### config.mk
export PLATFORM = sky130hd
export DESIGN_NAME = pc_sequencer_flat
export DESIGN_NICKNAME = d
export VERILOG_FILES = /design/src/rtl/pc_sequencer_if.sv /design/src/rtl/pc_sequencer.sv /design/src/flat_wrapper.sv
export SDC_FILE = /design/constraint.sdc
export NUM_CORES = 1
export LEC_CHECK = 0
export ABC_AREA = 1
export CAP_MARGIN = 20
export CORE_AREA = 2 2 129 100
export CTS_CLUSTER_SIZE = 20
export DETAILED_ROUTE_END_ITERATION = 8
export DIE_AREA = 0 0 131 102
export SETUP_SLACK_MARGIN = 0.05
export SYNTH_ARGS = -nofsm -noshare
export SYNTH_HDL_FRONTEND = slang
export SYNTH_SLANG_ARGS = --single-unit
### constraint.sdc
create_clock -name clk -period 5.02 [get_ports clk]
set_clock_uncertainty 0.1 [all_clocks]
set_input_delay 1.004 -clock clk [delete_from_list [all_inputs] [get_ports clk]]
set_output_delay 1.004 -clock clk [all_outputs]
set_load 0.05 [all_outputs]
### src/rtl/pc_sequencer_if.sv
// Bus bundle between the PC sequencer and its environment: the instruction
// fetch port, the execute handshake, the branch/return unit and status.
interface pc_sequencer_if;
  logic        mem_req;
  logic [10:0] mem_addr;
  logic        mem_rdy;
  logic [15:0] mem_data;

  logic        instr_valid;
  logic [15:0] instr_out;
  logic        instr_ack;

  logic        bsr_en;
  logic        bsr_branch;
  logic        bsr_return;
  logic [9:0]  bsr_s;
  logic [10:0] bsr_old_pc;
  logic [10:0] bsr_new_pc;

  logic [10:0] pc;
  logic [2:0]  depth;
  logic        halted;
  logic        fault;

  // Sequencer side
  modport master (
    output mem_req, mem_addr, instr_valid, instr_out,
           bsr_en, bsr_branch, bsr_return, bsr_s, bsr_old_pc,
           pc, depth, halted, fault,
    input  mem_rdy, mem_data, instr_ack, bsr_new_pc
  );

  // Environment side: memory, execute stage and branch/return unit
  modport slave (
    input  mem_req, mem_addr, instr_valid, instr_out,
           bsr_en, bsr_branch, bsr_return, bsr_s, bsr_old_pc,
           pc, depth, halted, fault,
    output mem_rdy, mem_data, instr_ack, bsr_new_pc
  );
endinterface

### src/rtl/pc_sequencer.sv
// PC sequencer: fetches instruction words, hands normal instructions to
// execute, and drives the branch/return unit for calls and returns. It tracks
// the nesting depth itself so stack over/underflow is caught before any strobe.
module pc_sequencer #(
  parameter logic [10:0] RESET_PC    = 11'h000,
  parameter int unsigned STACK_DEPTH = 4
) (
  input logic            clk,
  input logic            rst_n,
  pc_sequencer_if.master bus
);

  typedef enum logic [2:0] {
    FETCH, DECODE, ISSUE, CALL, RET, LOAD, HALT, FAULT
  } state_t;

  localparam logic [2:0] DEPTH_MAX = 3'(STACK_DEPTH);

  state_t      r_state;
  logic [15:0] r_ir;
  logic [10:0] r_pc;
  logic [2:0]  r_depth;
  logic        r_memReq;
  logic        r_instrValid;
  logic [15:0] r_instrOut;
  logic        r_bsrEn;
  logic        r_bsrBranch;
  logic        r_bsrReturn;
  logic [9:0]  r_bsrS;
  logic [10:0] r_bsrOldPc;
  logic        r_halted;
  logic        r_fault;

  logic        w_isCall;
  logic        w_isRet;
  logic        w_isHalt;

  assign w_isCall = (r_ir[15:12] == 4'hE);
  assign w_isRet  = (r_ir[15:11] == 5'b11110);
  assign w_isHalt = (r_ir[15:11] == 5'b11111);

  assign bus.mem_req     = r_memReq;
  assign bus.mem_addr    = r_pc;
  assign bus.instr_valid = r_instrValid;
  assign bus.instr_out   = r_instrOut;
  assign bus.bsr_en      = r_bsrEn;
  assign bus.bsr_branch  = r_bsrBranch;
  assign bus.bsr_return  = r_bsrReturn;
  assign bus.bsr_s       = r_bsrS;
  assign bus.bsr_old_pc  = r_bsrOldPc;
  assign bus.pc          = r_pc;
  assign bus.depth       = r_depth;
  assign bus.halted      = r_halted;
  assign bus.fault       = r_fault;

  // Sequencer FSM; every output is registered and set on entry to its state.
  always_ff @(posedge clk or negedge rst_n) begin
    if (!rst_n) begin
      r_state      <= FETCH;
      r_ir         <= '0;
      r_pc         <= RESET_PC;
      r_depth      <= '0;
      r_memReq     <= 1'b0;
      r_instrValid <= 1'b0;
      r_instrOut   <= '0;
      r_bsrEn      <= 1'b0;
      r_bsrBranch  <= 1'b0;
      r_bsrReturn  <= 1'b0;
      r_bsrS       <= '0;
      r_bsrOldPc   <= '0;
      r_halted     <= 1'b0;
      r_fault      <= 1'b0;
    end else begin
      r_bsrBranch <= 1'b0;
      r_bsrReturn <= 1'b0;
      case (r_state)
        FETCH: begin
          r_bsrEn <= 1'b1;
          // mem_rdy only counts once the request is actually on the bus,
          // which covers the first cycle out of reset.
          if (r_memReq && bus.mem_rdy) begin
            r_ir     <= bus.mem_data;
            r_memReq <= 1'b0;
            r_state  <= DECODE;
          end else begin
            r_memReq <= 1'b1;
          end
        end
        DECODE: begin
          if (w_isCall) begin
            if (r_depth < DEPTH_MAX) begin
              r_bsrBranch <= 1'b1;
              r_bsrS      <= r_ir[9:0];
              r_bsrOldPc  <= r_pc;
              r_state     <= CALL;
            end else begin
              r_fault <= 1'b1;
              r_bsrEn <= 1'b0;
              r_state <= FAULT;
            end
          end else if (w_isRet) begin
            if (r_depth != 3'd0) begin
              r_bsrReturn <= 1'b1;
              r_state     <= RET;
            end else begin
              r_fault <= 1'b1;
              r_bsrEn <= 1'b0;
              r_state <= FAULT;
            end
          end else if (w_isHalt) begin
            r_halted <= 1'b1;
            r_bsrEn  <= 1'b0;
            r_state  <= HALT;
          end else begin
            r_instrValid <= 1'b1;
            r_instrOut   <= r_ir;
            r_state      <= ISSUE;
          end
        end
        ISSUE: begin
          if (bus.instr_ack) begin
            r_instrValid <= 1'b0;
            r_pc         <= r_pc + 11'd1;
            r_memReq     <= 1'b1;
            r_state      <= FETCH;
          end
        end
        CALL: begin
          r_depth <= r_depth + 3'd1;
          r_state <= LOAD;
        end
        RET: begin
          r_depth <= r_depth - 3'd1;
          r_state <= LOAD;
        end
        LOAD: begin
          // The branch/return unit already computed the target; take it as is.
          r_pc     <= bus.bsr_new_pc;
          r_memReq <= 1'b1;
          r_state  <= FETCH;
        end
        HALT, FAULT: begin
          r_bsrEn  <= 1'b0;
          r_memReq <= 1'b0;
        end
      endcase
    end
  end

endmodule

### src/flat_wrapper.sv
// flat-port wrapper written by rule: the top's interface ports become plain ports
module pc_sequencer_flat 
#(
  parameter logic [10:0] RESET_PC    = 11'h000,
  parameter int unsigned STACK_DEPTH = 4
)
  (clk, rst_n, bus_mem_req, bus_mem_addr, bus_instr_valid, bus_instr_out, bus_bsr_en, bus_bsr_branch, bus_bsr_return, bus_bsr_s, bus_bsr_old_pc, bus_pc, bus_depth, bus_halted, bus_fault, bus_mem_rdy, bus_mem_data, bus_instr_ack, bus_bsr_new_pc);
  pc_sequencer_if bus_i ();
  input logic clk;
  input logic rst_n;
  output wire logic [$bits(bus_i.mem_req)-1:0] bus_mem_req;
  output wire logic [$bits(bus_i.mem_addr)-1:0] bus_mem_addr;
  output wire logic [$bits(bus_i.instr_valid)-1:0] bus_instr_valid;
  output wire logic [$bits(bus_i.instr_out)-1:0] bus_instr_out;
  output wire logic [$bits(bus_i.bsr_en)-1:0] bus_bsr_en;
  output wire logic [$bits(bus_i.bsr_branch)-1:0] bus_bsr_branch;
  output wire logic [$bits(bus_i.bsr_return)-1:0] bus_bsr_return;
  output wire logic [$bits(bus_i.bsr_s)-1:0] bus_bsr_s;
  output wire logic [$bits(bus_i.bsr_old_pc)-1:0] bus_bsr_old_pc;
  output wire logic [$bits(bus_i.pc)-1:0] bus_pc;
  output wire logic [$bits(bus_i.depth)-1:0] bus_depth;
  output wire logic [$bits(bus_i.halted)-1:0] bus_halted;
  output wire logic [$bits(bus_i.fault)-1:0] bus_fault;
  input wire logic [$bits(bus_i.mem_rdy)-1:0] bus_mem_rdy;
  input wire logic [$bits(bus_i.mem_data)-1:0] bus_mem_data;
  input wire logic [$bits(bus_i.instr_ack)-1:0] bus_instr_ack;
  input wire logic [$bits(bus_i.bsr_new_pc)-1:0] bus_bsr_new_pc;
  assign bus_mem_req = bus_i.mem_req;
  assign bus_mem_addr = bus_i.mem_addr;
  assign bus_instr_valid = bus_i.instr_valid;
  assign bus_instr_out = bus_i.instr_out;
  assign bus_bsr_en = bus_i.bsr_en;
  assign bus_bsr_branch = bus_i.bsr_branch;
  assign bus_bsr_return = bus_i.bsr_return;
  assign bus_bsr_s = bus_i.bsr_s;
  assign bus_bsr_old_pc = bus_i.bsr_old_pc;
  assign bus_pc = bus_i.pc;
  assign bus_depth = bus_i.depth;
  assign bus_halted = bus_i.halted;
  assign bus_fault = bus_i.fault;
  assign bus_i.mem_rdy = bus_mem_rdy;
  assign bus_i.mem_data = bus_mem_data;
  assign bus_i.instr_ack = bus_instr_ack;
  assign bus_i.bsr_new_pc = bus_bsr_new_pc;
  pc_sequencer #(.RESET_PC(RESET_PC), .STACK_DEPTH(STACK_DEPTH)) u_core (.clk(clk), .rst_n(rst_n), .bus(bus_i));
endmodule
## Yosys cells after proc, flatten, opt, wreduce, memory -nomap -nowiden

Cells that the tools add are included.

- Add/subtract/negate cells: 3
- Order comparisons: 1
- Bitwise operators: 3
- Reductions and logical operators: 22
- Equal/unequal tests: 20
- Muxes and demuxes: 36

Operator list:

| operator | count |
|---|---|
| $mux 1 | 22 |
| $pmux 11 s2 | 1 |
| $mux 3 | 6 |
| $reduce_and 4->1 | 4 |
| $pmux 3 s5 | 1 |
| $eq 3x3->1 const B | 4 |
| $add 11x1->11 const B | 1 |
| $mux 11 | 1 |
| $eq 5x5->1 const B | 2 |
| $ne 2x2->1 const B | 5 |
| $reduce_bool 2->1 | 4 |
| $eq 3x2->1 const B | 2 |
| $pmux 3 s2 | 1 |
| $reduce_and 2->1 | 3 |
| $reduce_and 3->1 | 2 |
| $reduce_bool 3->1 | 2 |
| $reduce_and 5->1 | 1 |
| $reduce_bool 5->1 | 1 |
| $eq 4x4->1 const B | 1 |
| $ne 2x1->1 const B | 2 |
| $ne 4x1->1 const B | 1 |
| $ne 4x3->1 const B | 1 |
| $pmux 1 s4 | 1 |
| $reduce_bool 4->1 | 1 |
| 12 further kinds | 15 |

- Word-level logic and storage cells: 99
- Output and inout bits: 69
- Input port bits: 31
- Register bits: 77

## Logic depth before layout (Yosys ltp)

- Depth after elaboration: 5
- Mapped depth: 9
- Mapped depth without buffers: 9

## Worst setup path after synthesis

Ideal clock, no wire load.

- Path type: register -> output
- Start: reg u_core.r_pc[4] (netlist: u_core.bus.mem_addr[4])
- End: out bus_pc[4]
- Arrival time: 1.007 ns
- Path buffers: 1
- Required time: 3.916 ns
- Setup slack: 2.909 ns
- Stages on the path, launching flop included: 2
- Cell sequence: dfrtp_1 > buf_4

RTL lines:

| element | line | text |
|---|---|---|
| start, declared | pc_sequencer.sv:21 | `logic [10:0] r_pc;` |
| start signal, assigned | pc_sequencer.sv:123 | `r_pc <= r_pc + 11'd1;` |
| start signal, assigned | pc_sequencer.sv:138 | `r_pc <= bus.bsr_new_pc;` |
| end, declared | flat_wrapper.sv:20 | `output wire logic [$bits(bus_i.pc)-1:0] bus_pc;` |

No word-level cell between the ends.

## Worst setup path in the final report

- Start: reg u_core.r_pc[4] (netlist: u_core.bus.mem_addr[4])
- End: out bus_mem_addr[4]

RTL lines:

| element | line | text |
|---|---|---|
| end, declared | flat_wrapper.sv:12 | `output wire logic [$bits(bus_i.mem_addr)-1:0] bus_mem_addr;` |

No word-level cell between the ends.

==> flow_metrics.env <==
export IMPL_synth_compound_area_frac=0.09338
export IMPL_path_max_fanout=8
export IMPL_setup_viol=0
export IMPL_first_pass_iters=4
export IMPL_min_period_ps=2781
export IMPL_cts_max_path_buffers=2
export IMPL_finalNonFillerCells=682
export IMPL_peakVddDrop_v=0.0001436
export IMPL_path_buf_inv=1
export IMPL_synth_area_leaders="dfrtp_1 54%, nand2_1 12%, o21ai_0 6.5%"
export IMPL_synthAdderAreaFrac=0.01268
export IMPL_cpPeakStageDelay_ps=860
export IMPL_fin_ws_ps=2239
export IMPL_pwr_share_seq=0.443
export IMPL_whs_path_depth=2
export IMPL_hold_viol=0
export IMPL_finalCritPeriodShare=0.5539
export IMPL_syn_cell_area_um2=3551
export IMPL_combPwrFrac=0.048
export IMPL_timing_setup_tns_ps=0
export IMPL_setup_worst_path_start_class="flop"
export IMPL_crit_chain="clkdlybuf4s50_1"
export IMPL_clock_power_share=0.510
export IMPL_synth_simple_area_share=0.2396
export IMPL_die_area_um2=13360
export IMPL_start_util=0.2949
export IMPL_end_kind="output port"
export IMPL_worstSetupPathType="flop to output port"
export IMPL_reg2reg_setup_slack_ps=2560
export IMPL_switching_share=0.2234
export IMPL_grtUsageTotal=0.1377
export IMPL_cts_buffers=9
export IMPL_antenna_found_initial=0
export IMPL_ctsHtreeMaxLevel=3
export IMPL_drive_gt1_frac=0.06202
export IMPL_cts_setup_buffers=0
export IMPL_io_pin_count=100
export IMPL_io_buffers=99
export IMPL_die_height_um=102
export IMPL_syn_num_nets=457
export IMPL_status="finished clean"
export IMPL_rsz0062_at_grt="no"
export IMPL_cts_hold_buf=0
export IMPL_final_cell_mix="115 x nand2_1, 98 x clkdlybuf4s50_1, 77 x dfrtp_1"
export IMPL_min_path_type="flop to flop"
export IMPL_n_fill_cell=1220
export IMPL_r2r_end="u_core.bus.mem_addr[2]$_DFFE_PN0P_"
export IMPL_drtAntennaViolNets=0
export IMPL_power_density_nw_per_um2=284.9
export IMPL_dr_total_vias=3028
export IMPL_clk_latency_ps=330
export IMPL_cts_sinks=77
export IMPL_cts_tree="yes"
export IMPL_clk_pin_slew_ps=60
export IMPL_synth_cells=423
export IMPL_synth_avg_cell_area_um2=8.395
export IMPL_mostFrequentLayoutCell="nand2_1"
export IMPL_clockRootBuffer="clkbuf_16"
export IMPL_cts_repair_resized=0
export IMPL_worst_pin_slew_ps=835.8
export IMPL_maxCapViolations=0
export IMPL_rows=35
export IMPL_p_switching_w=0.0003155
export IMPL_yosys_area_top_type="dfrtp_1"
export IMPL_wl_per_cell_um=12.94
export IMPL_crit_arrival_ps=1680
export IMPL_synth_warnings=0
export IMPL_gp_congestion=0.8430
export IMPL_core_area_um2=12040
export IMPL_drt_iter0_drc=143
export IMPL_drc=0
export IMPL_relSlewSlack=0.4421
export IMPL_internal_power_w=0.001097
export IMPL_drt_wl_total_mm=8.828
export IMPL_grt_pass1_vias=2921
export IMPL_hold_start="u_core.r_ir[10]$_DFFE_PN0P_"
export IMPL_required_ps=3920
export IMPL_holdPathEnd="u_core.bus.instr_out[10]$_DFFE_PN0P_"
export IMPL_viasPerCell=4.440
export IMPL_chipWidth_um=131
export IMPL_synth_ff_latch_count=77
export IMPL_ys_seq_area_frac=0.5426
export IMPL_overflow=0
export IMPL_cellLeakagePower_nw=2.369
export IMPL_diodes=0
export IMPL_drv_slew=0
export IMPL_reg2reg_depth=6
export IMPL_syn_to_final_growth_pct=39.61
export IMPL_crit_family="buffers and inverters"
export IMPL_grt_max_degree=78
export IMPL_synth_top_family_by_area="simple AND/OR/NAND/NOR gates"
export IMPL_synthMuxAreaShare=0.009514
export IMPL_yosys_area_share_xor_xnor=0.009866
export IMPL_max_freq_mhz=359.6
export IMPL_fin_nets=545
export IMPL_netlist_cell_type_count=26
export IMPL_dp_hpwl_mm=6.197
export IMPL_whs_ps=379.8
export IMPL_synth_top_area_frac=0.5426
export IMPL_r2r_start="u_core.r_state[0]$_DFFE_PN0P_"
export IMPL_grt_pass1_wl_mm=14.39
export IMPL_dp_slack_ps=1856
export IMPL_dpl_cell_count=664
export IMPL_slowest_stage="clkdlybuf4s50_1"
[cell families (layout without fill, tap and decap cells)]
| kind of cell | Yosys count | after routing |
|---|---|---|
| compound gates | 65 | 65 |
| flops | 77 | 77 |
| buf+inv | 68 | 161 |
| simple gates | 203 | 203 |
| fa+ha+maj | 3 | 3 |
| xor+xnor | 4 | 4 |
| mux | 3 | 3 |
[how the worst max path moves through the flow]
stage,start,to,slack [ps],cells past startpoint
6_report,u_core.bus.mem_addr[4]$_DFFE_PN0P_,bus_mem_addr[4],2240,1
5_1_grt,u_core.bus.mem_addr[4]$_DFFE_PN0P_,bus_pc[4],2180,1
4_1_cts,bus_mem_rdy,u_core.r_ir[10]$_DFFE_PN0P_,2210,5
3_5_place_dp,bus_mem_rdy,u_core.r_ir[10]$_DFFE_PN0P_,1860,5
3_3_place_gp,bus_mem_rdy,u_core.r_ir[10]$_DFFE_PN0P_,1900,5
2_1_floorplan,u_core.bus.mem_addr[4]$_DFFE_PN0P_,bus_pc[4],2910,1
[flip-flops by register name, indices dropped and copies added, names as in the netlist, 3 cells and up]
signal / flops
u_core.bus.mem_addr: 11
u_core.bus.bsr_s: 10
u_core.bus.bsr_old_pc: 11
u_core.r_state: 3
u_core.bus.depth: 3
u_core.bus.instr_out: 16
u_core.r_ir: 16
[metrics by stage]
| step | utilization | instance area (um2) | total power (W) |
|---|---|---|---|
| floorplan | - | 3551 | 0.0006581 |
| global placement | 0.3807 | 4584 | 0.0007023 |
| detailed placement | 0.3807 | 4584 | 0.0007029 |
| CTS | 0.4081 | 4915 | 0.001429 |
| global route | 0.4116 | 4957 | 0.001468 |
| finish | 0.4116 | 4957 | 0.001412 |
[per-layer routing]
layer  wire length [um]  vias up  global-route usage
li1                   -     1505                   -
met5                  0        -                   0
met4                 72        0             0.03519
met3                502        8             0.03822
met2               4006       75              0.2124
met1               4247     1440              0.1921
[power groups by stage]
stage | logic (W) | registers, W | clock network, W
2_1_floorplan | 0.0000162 | 0.000642 | 0
3_3_place_gp | 0.0000659 | 0.000636 | 0
3_5_place_dp | 0.0000663 | 0.000637 | 0
4_1_cts | 0.0000667 | 0.000625 | 0.000738
5_1_grt | 0.0000734 | 0.000625 | 0.000769
6_report | 0.0000677 | 0.000625 | 0.000720
[worst register-to-register path, delay by kind of cell (launching register included)]
kind	cells	cell delay, ps
buf+inv	2	550
flops	1	480
simple gates	3	1130
compound gates	1	80
[Yosys cell counts (all sizes together)]
library cell	number
nand2	115
dfrtp	77
nor2	56
o21ai	47
inv	44
nand3	28
buf	21
a21oi	16
clkbuf	3
mux2	3
nand4	3
xor2	3
ha	2
a31o	1
fa	1
nand3b	1
o21bai	1
xnor2	1
[final cells by class]
class,count,area (um2),area share
clock buffers,9,225.2,0.04543
clock inverters,7,105.1,0.02120
inverters,44,165.2,0.03332
multi-input cells,278,1296,0.2615
flip-flops and latches,77,1927,0.3887
well taps,166,207.7,0.04190
repair buffers,101,1031,0.2080
Power figures use the tool's default switching activity.
